$ cat config.mk
export PLATFORM = sky130hd
export DESIGN_NAME = regfile_block_transfer
export DESIGN_NICKNAME = d
export VERILOG_FILES = /design/src/rtl/regfile_block_transfer.sv
export SDC_FILE = /design/constraint.sdc
export NUM_CORES = 1
export LEC_CHECK = 0
export CORE_UTILIZATION = 45
export CTS_BUF_LIST = sky130_fd_sc_hd__clkbuf_16
export CTS_CLUSTER_DIAMETER = 30
export CTS_CLUSTER_SIZE = 28
export DETAILED_ROUTE_END_ITERATION = 10
export HOLD_SLACK_MARGIN = 0.15
export PLACE_DENSITY = 0.8
export SYNTH_ARGS = -nofsm -noshare
export SYNTH_HDL_FRONTEND = slang
export SYNTH_SLANG_ARGS = --single-unit
$ cat constraint.sdc
create_clock -name clk -period 2.45 [get_ports clk]
set_input_delay 0.49 -clock clk [delete_from_list [all_inputs] [get_ports clk]]
set_output_delay 0.49 -clock clk [all_outputs]
set_load 0.02 [all_outputs]
$ cat src/rtl/regfile_block_transfer.sv
// regfile_block_transfer: LDM/STM-style sequencer moving a register list to/from consecutive memory words.
module regfile_block_transfer #(
    parameter int ADDR_STEP = 4,
    parameter int DATA_W    = 32
) (
    input  logic              clk,
    input  logic              rst_n,
    input  logic              start,
    input  logic              mode,
    input  logic [15:0]       reg_list,
    input  logic [31:0]       base_addr,
    output logic [3:0]        rf_rn,
    input  logic [DATA_W-1:0] rf_rd,
    output logic [3:0]        rf_wn,
    output logic [DATA_W-1:0] rf_wd,
    output logic              rf_we,
    output logic              mem_req,
    output logic              mem_we,
    output logic [31:0]       mem_addr,
    output logic [DATA_W-1:0] mem_wdata,
    input  logic [DATA_W-1:0] mem_rdata,
    input  logic              mem_ack,
    output logic              busy,
    output logic              done,
    output logic [4:0]        count
);
    typedef enum logic [2:0] {IDLE, SCAN, REQ, WB, DONE} state_t;
    state_t      state;
    logic [15:0] list;
    logic [31:0] addr;
    logic        mode_q;
    logic [3:0]  low;
    logic [15:0] rest;
    always_comb begin
        low = '0;
        for (int i = 15; i >= 0; i--)
            if (list[i]) low = 4'(i);
    end
    // rf_rn holds the register being transferred for the whole SCAN..WB span
    assign rest      = list & ~(16'd1 << rf_rn);
    assign mem_wdata = (mem_req && mem_we) ? rf_rd : '0;
    always_ff @(posedge clk or negedge rst_n) begin
        if (!rst_n) begin
            state    <= IDLE;
            list     <= '0;
            addr     <= '0;
            mode_q   <= 1'b0;
            rf_rn    <= '0;
            rf_wn    <= '0;
            rf_wd    <= '0;
            rf_we    <= 1'b0;
            mem_req  <= 1'b0;
            mem_we   <= 1'b0;
            mem_addr <= '0;
            busy     <= 1'b0;
            done     <= 1'b0;
            count    <= '0;
        end else begin
            done  <= 1'b0;
            rf_we <= 1'b0;
            case (state)
                IDLE: if (start) begin
                    list   <= reg_list;
                    mode_q <= mode;
                    addr   <= base_addr;
                    count  <= '0;
                    busy   <= 1'b1;
                    state  <= reg_list == '0 ? DONE : SCAN;
                end
                SCAN: begin
                    rf_rn    <= low;
                    rf_wn    <= low;
                    mem_req  <= 1'b1;
                    mem_we   <= ~mode_q;
                    mem_addr <= addr;
                    state    <= REQ;
                end
                REQ: if (mem_ack) begin
                    mem_req <= 1'b0;
                    mem_we  <= 1'b0;
                    if (mode_q) begin
                        rf_wd <= mem_rdata;
                        rf_we <= 1'b1;
                        state <= WB;
                    end else begin
                        list  <= rest;
                        addr  <= addr + 32'(ADDR_STEP);
                        count <= count + 5'd1;
                        state <= rest == '0 ? DONE : SCAN;
                    end
                end
                WB: begin
                    list  <= rest;
                    addr  <= addr + 32'(ADDR_STEP);
                    count <= count + 5'd1;
                    state <= rest == '0 ? DONE : SCAN;
                end
                DONE: begin
                    done  <= 1'b1;
                    busy  <= 1'b0;
                    state <= IDLE;
                end
                default: state <= IDLE;
            endcase
        end
    end
endmodule
Yosys cells after proc, flatten, opt, wreduce, memory -nomap -nowiden
Index checks and enable logic that the tools add are counted.

Flip-flop bits (word level): 130. Memories: 0. Logic and storage cells: 83. Latch bits: 0. Input bits: 117. Bits in writable memories: 0. Bits in read-only memories: 0.

Divide/modulo/power cells: 0. Add/sub/neg operators: 2. Order comparisons: 0. Equal/unequal tests: 7. Bitwise logic cells: 3. Multipliers: 0. Mux-type cells: 44. Reductions and logical operators: 13. Shift-type cells: 1.

Operator list (number): 32-bit 2-to-1 mux (4); 32-bit case mux with 3 select lines (1); 4-bit 2-to-1 mux (16); 16-bit 2-to-1 mux (3); 16-bit case mux with 3 select lines (1); 32-bit by 3-bit adder with 32-bit output (second input constant) (1); 16-bit logical NOT (2); 16-bit AND (1); 16-bit NOT (1); 1-bit by 4-bit left shift with 16-bit output (first input constant) (1); 3-bit 2-to-1 mux (5); 5-bit 2-to-1 mux (3); 5-bit case mux with 3 select lines (1); 3-bit case mux with 4 select lines (1); 2-bit AND reduction (4); 3-bit by 2-bit == test with 1-bit output (second input constant) (2); 1-bit 2-to-1 mux (6); 2-bit != test (second input constant) (3); 1-bit case mux with 2 select lines (3); 5-bit by 1-bit adder with 5-bit output (second input constant) (1); 4-bit AND reduction (1); 2-bit nonzero test (2); 3-bit by 1-bit == test with 1-bit output (second input constant) (1); 3-bit == test (second input constant) (1); other kinds (5) (5).

Logic depth before layout (Yosys ltp)
Depth after elaboration: 16. Depth in mapped cells: 8. Gate-level depth less buffers: 7.

Worst setup path before layout
OpenSTA, ideal clock, no wires.

Path type: reg-to-reg. Start: register, netlist name rf_wn[1]. End: register state[0]. Cell stages (with the launch flop): 8. Slack: 0.483 ns. Path buffers: 1. Arrival time: 1.846 ns. Cell sequence: dfrtp_1 nand2b_1 buf_6 o31a_1 o32a_1 a2111oi_4 nand3_1 a22o_1.

RTL lines: end signal: assignment (line 68) `state <= reg_list == '0 ? DONE : SCAN;`; end signal: assignment (line 89) `state <= rest == '0 ? DONE : SCAN;`; end signal: assignment (line 96) `state <= rest == '0 ? DONE : SCAN;`; end: declaration (line 28) `state_t state;`.

Final worst setup path
Start: register mem_req. End: output port mem_wdata[10].

Longest elaborated chain between the ends: 2.

RTL lines: start: declaration (line 17) `output logic mem_req,`; start signal: assignment (line 52) `mem_req <= 1'b0;`; start signal: assignment (line 73) `mem_req <= 1'b1;`; start signal: assignment (line 79) `mem_req <= 1'b0;`; 1-bit logical AND (line 41) `assign mem_wdata = (mem_req && mem_we) ? rf_rd : '0;`; 32-bit 2-to-1 mux (line 41); end: declaration (line 20) `output logic [DATA_W-1:0] mem_wdata,`.

Every way passes these cells.

==> results.sh <==
export IMPL_cp_arrival_ps=1880
export IMPL_fillers=1111
export IMPL_sw_frac_of_total=0.430
export IMPL_ys_flop_type="dfrtp_1"
export IMPL_post_dp_hpwl_mm=13.7
export IMPL_cts_num_sinks=130
export IMPL_fin_nets=1108
export IMPL_viasPerCell=5.46
export IMPL_num_antenna_cells=0
export IMPL_p_sw_mw=5.70
export IMPL_grt_overflow=0
export IMPL_synth_area_sq_um=6520
export IMPL_worstReg2RegStart="rf_wn[1]$_DFFE_PN0P_"
export IMPL_path_max_fanout=33
export IMPL_gp_congestion=0.920
export IMPL_post_cts_buffers=0
export IMPL_multi_input_area_sq_um=2990
export IMPL_grt_usage=0.264
export IMPL_rsz0062_at_grt="no"
export IMPL_start_util=0.466
export IMPL_first_global_vias=6101
export IMPL_syn_nets=888
export IMPL_endpoint_kind="output port"
export IMPL_drive_gt1_frac=0.0669
export IMPL_synthArstFlopShare=1.00
export IMPL_met1_usage=0.352
export IMPL_rows=43
export IMPL_wl_per_cell_microns=16.4
export IMPL_startpoint_type="flop"
export IMPL_synth_distinct_cells=60
export IMPL_powerDensity_nw_per_um2=1390
export IMPL_die_w_microns=122
export IMPL_grtUsageMet3=0.0595
export IMPL_ys_seq_area_frac=0.499
export IMPL_fin_crit_ps=2370
export IMPL_rrSetupSlack_ps=310
export IMPL_slowest_stage="clkdlybuf4s50_1"
export IMPL_cts_buffers=17
export IMPL_htreeDepth=4
export IMPL_drtIter0Drc=413
export IMPL_p_int_mw=7.55
export IMPL_syn_area_per_cell_sq_um=8.48
export IMPL_drt_wl_total_mm=19.3
export IMPL_cts_clk_slew_worst_paths_ps=60
export IMPL_hp_start="mem_addr[26]$_DFFE_PN0P_"
export IMPL_finalMaxSlewViolations=0
export IMPL_met2_usage=0.425
export IMPL_whs_ps=469
export IMPL_r2r_end="state[0]$_DFFE_PN0P_"
export IMPL_core_area_sq_um=14000
export IMPL_finish_utilization=0.683
export IMPL_cap_violations=0
export IMPL_syn_inst=769
export IMPL_fin_ws_ps=77.3
export IMPL_path_cells="buf_4 > and3_1 > clkdlybuf4s50_1"
export IMPL_insertion_delay_ps=420
export IMPL_hold_class="reg -> reg"
export IMPL_drc=0
export IMPL_slowest_delay_ps=620
export IMPL_seq_area_sq_um=3250
export IMPL_io_pins=231
export IMPL_synth_seq_cells=130
export IMPL_fmax_ghz=0.421
export IMPL_status="finished, final reports clean"
export IMPL_io_buffers=230
export IMPL_dpl_worst_slack_ps=104
export IMPL_grt_max_degree=51
export IMPL_vias=6457
export IMPL_seq_power_share=0.314
export IMPL_cts_tree="built"
export IMPL_crit_required_ps=1960
export IMPL_dr_pass1_iters=5
export IMPL_hold_depth=2
export IMPL_final_setup_viol_count=0
export IMPL_antenna_found_initial=0
export IMPL_p_leak_nw=4.30
export IMPL_synth_edf_count=0
export IMPL_ff2ff_path_depth=6
export IMPL_critical_path_class="reg -> out"
export IMPL_clockBufferDepth=2
export IMPL_pwr_share_comb=0.515
export IMPL_dieArea_sq_um=15000
export IMPL_fin_crit_sh=0.968
export IMPL_min_to="mem_addr[26]$_DFFE_PN0P_"
export IMPL_ant_nets=0
export IMPL_clkPwrFrac=0.171
export IMPL_power_mw=13.3
export IMPL_die_h_microns=122
export IMPL_grt_pass1_wl_mm=30.6
export IMPL_synth_warnings=0
export IMPL_slew_limit_headroom=0.587
export IMPL_tns_ps=0
export IMPL_area_growth_synth_to_final_pct=46.6
export IMPL_cts_root_buffer="clkbuf_16"
export IMPL_grt_busiest_layer="met2"
export IMPL_hold_viol=0
export IMPL_clock_skew_ps=11.3
export IMPL_vdd_drop_max_uv=871
export IMPL_worstMarginPinSlew_ps=616
[power by group through the flow]
stage | combinational [mW] | clock [mW] | sequential, mW
3_5_place_dp | 6.82 | 0 | 4.16
6_report | 6.83 | 2.27 | 4.16
3_3_place_gp | 6.68 | 0 | 4.13
5_1_grt | 7.46 | 2.40 | 4.30
4_1_cts | 6.86 | 2.29 | 4.14
2_1_floorplan | 3.47 | 0 | 4.62
[how the worst max path moves through the flow]
stage	from	endpoint	slack, ps	depth (start not counted)
6_report	mem_req$_DFFE_PN0P_	mem_wdata[10]	80	3
5_1_grt	mem_req$_DFFE_PN0P_	mem_wdata[25]	10	3
4_1_cts	mem_req$_DFFE_PN0P_	mem_wdata[25]	60	3
3_5_place_dp	mem_ack	addr[24]$_DFFE_PN0P_	100	8
3_3_place_gp	mem_ack	addr[24]$_DFFE_PN0P_	150	8
2_1_floorplan	rf_wn[1]$_DFFE_PN0P_	state[0]$_DFFE_PN0P_	480	7
[per-layer routing]
metal / vias to the layer above / share of wire
li1: 3107 / -
met1: 3044 / 0.44
met2: 276 / 0.46
met3: 30 / 0.083
met4: 0 / 0.017
met5: - / 0
[state kept, by name (all words and copies together) (netlist names)]
register and count:
addr 32, mem_addr 32, rf_wd 32, list 16, count 5, rf_wn 4, state 3, busy 1
done 1, mem_req 1, mem_we 1, mode_q 1, rf_we 1
[cell usage after synthesis, drive strengths merged (4+ instances only)]
master	count	share of area
a22o	16	0.021
o21ai	53	0.041
o32ai	6	0.0081
o211ai	5	0.0058
clkbuf	35	0.020
and3	36	0.035
nor2b	4	0.0038
dfrtp	130	0.50
a21o	5	0.0058
nand2	242	0.14
nor3	19	0.015
nand4	8	0.011
nand2b	5	0.0048
nor4	10	0.012
a21oi	41	0.033
nand3	25	0.020
nor2	33	0.019
a22oi	5	0.0058
a2bb2oi	6	0.0081
o22ai	9	0.0086
buf	19	0.017
inv	15	0.0086
[metrics by stage]
step / cells / area [sq um]
2_1_floorplan: 769 / 6520
3_3_place_gp: 1149 / 9020
3_5_place_dp: 1149 / 9020
4_1_cts: 1182 / 9560
5_1_grt: 1182 / 9560
6_report: 1182 / 9560
[kinds of logic after synthesis]
logic type,share of synthesized area
muxes,0.00480
buffers and inverters,0.0457
and+or+nand+nor,0.273
DFF,0.499
adders and majority gates,0.00384
AOI/OAI and AO/OA,0.174
[cell type report]
type	count	area share
multi-input combinational	570	0.313
clock buffer	17	0.0445
inverter	15	0.00589
tap	180	0.0236
clock inverter	15	0.0109
timing repair buffer	255	0.262
sequential	130	0.340
[cell usage in the layout (no fill, tap or decap), drive strengths merged, types with 18 or more instances in the layout]
cell,count
nor2,33
inv,18
dfrtp,130
nand3,25
clkdlybuf4s50,229
nor3,19
o21ai,53
and3,36
a21oi,41
nand2,242
buf,25
[what timing repair did]
item	CTS	global route
hold endpoints to repair	47	0
hold buffers	1	0
gates resized for setup	0	0
[worst max-delay path, delay by kind of cell (launching register included)]
family	cells	cell delay [ps]
flops	1	360
buf+inv	2	890
simple gates	1	210
Power figures use the tool's default switching activity.
==> edit: new RTL, same settings <==
Make the reset (`rst_n`) synchronous in one clocked block.
--- a/src/rtl/regfile_block_transfer.sv
+++ b/src/rtl/regfile_block_transfer.sv
@@ -39,7 +39,7 @@
     // rf_rn holds the register being transferred for the whole SCAN..WB span
     assign rest      = list & ~(16'd1 << rf_rn);
     assign mem_wdata = (mem_req && mem_we) ? rf_rd : '0;
-    always_ff @(posedge clk or negedge rst_n) begin
+    always_ff @(posedge clk) begin
         if (!rst_n) begin
             state    <= IDLE;
             list     <= '0;
Behaviour: differs if rst_n is asserted again (counterexample within 4 cycles, from zero or initial values and one cycle with rst_n low); with rst_n held inactive, the same outputs for 4 cycles.
==> edit against the unedited design <==
Wire length grew 2.9%. Global-route usage grew 2.4 points. Register-to-register slack lost 0.05 ns. Setup slack gained 0.024 ns. Maximum frequency grew 1.0%. Critical path depth is the same. Sequential cell count is the same. Sequential share of layout area shrank 6.0 points. Synthesized area shrank 5.6%. Count of clock-buffer cells in the layout is the same. Design area shrank 3.0%. Critical endpoint is now mem_wdata[31].
Power is not compared: it rests on default switching activity, and its combinational part moved more than twofold at a synthesized area within 25%.
==> edit: results (changes against the unedited design) <==
status = complete, no violations
vias in the first global route = 6,570 (+7.7%)
met1 Use GR = 36.4% (+1.2 points)
hold_ws = 0.451 ns (-0.0179 ns)
Synth Area in Compound Gates = 21.8% (+4.4 points)
#MultiIn Comb = 640 (+12%)
placed cell area = 8760 um2 (-2.9%)
post-synthesis xor/xnor area fraction = 0.427% (+0.43 points)
Final Routed Wirelength = 19,900 um (+2.9%)
Post-DP HPWL = 14,000 um (+1.8%)
Slew @ Worst Pin = 0.650 ns (+0.0336 ns)
Inverters = 5 (-10)
register area share after synthesis = 42.3% (-7.6 points)
Seq cells = 130 (unchanged)
Yosys Warn Count = 0 (unchanged)
met1 WL = 8470 um (+0.21%)
skew final = 0.00594 ns (-0.00534 ns)
Final GP Congestion = 0.956 (+3.8%)
Post-Syn Area = 6160 um2 (-5.6%)
Buffers, non-clock = 264 (+3.5%)
post-placement cell count = 1,215 (+5.7%)
syn_nets = 961 (+8.2%)
layout cells sized above 1 = 7.20% (+0.52 points)
global-route wire length before repair = 32,600 um (+6.6%)
fraction of area in registers = 28.1% (-6.0 points)
crit path DAT = 1.86 ns (-0.02 ns)
r2r setup slk = 0.26 ns (-0.05 ns)
M2 GR Usage = 46.4% (+3.9 points)
area delta synth->final = 50.6%
WL met2 = 9290 um (+4.0%)
multi-input logic portion of the cell area = 35.6% (+4.3 points)
Max Freq = 426 MHz (+1.0%)
Synth top cells by count = nand2_1, dfxtp_1, a21oi_1
metal3 WL = 1710 um (+6.1%)
GR Layer Usage met3 = 8.96% (+3.0 points)
pre-CTS setup slack = 0.0749 ns (-0.0292 ns)
GRT Total Usage = 28.8% (+2.4 points)
Non-clock buffering overhead = 28.3% (+2.0 points)
Yosys cell types = 54 (-10%)
Vias = 6,926 (+7.3%)
fillers = 1,146 (+3.2%)
vias per cell = 5.56 (+1.8%)
-- edit: cell types whose count changed in the layout (fill, tap and decap cells not counted), sizes merged, moves of 9 or more --
| cell | delta |
|---|---|
| dfrtp | -130 |
| dfxtp | +130 |
| a21oi | +80 |
| nand2 | -46 |
| nor2 | +44 |
| o21ai | -19 |
| a22o | -15 |
| a211oi | +9 |
| a22oi | +9 |
| buf | +9 |
| inv | -9 |
-- edit: path summary, 6_finish.rpt --
kind,from,to,cells past startpoint
setup / recovery,mem_we,mem_wdata[31],3
hold / removal,rf_wd[29],rf_wd[29],2
setup reg to reg,addr[10],addr[31],6
hold reg to reg,rf_wd[29],rf_wd[29],2
-- edit: power by group --
part	switching (mW)	internal [mW]	leakage, nW
sequential	0.369	2.42	1.06
combinational	1.47	1.15	2.03
clock	0.880	1.34	0.269
total	2.72	4.91	3.36
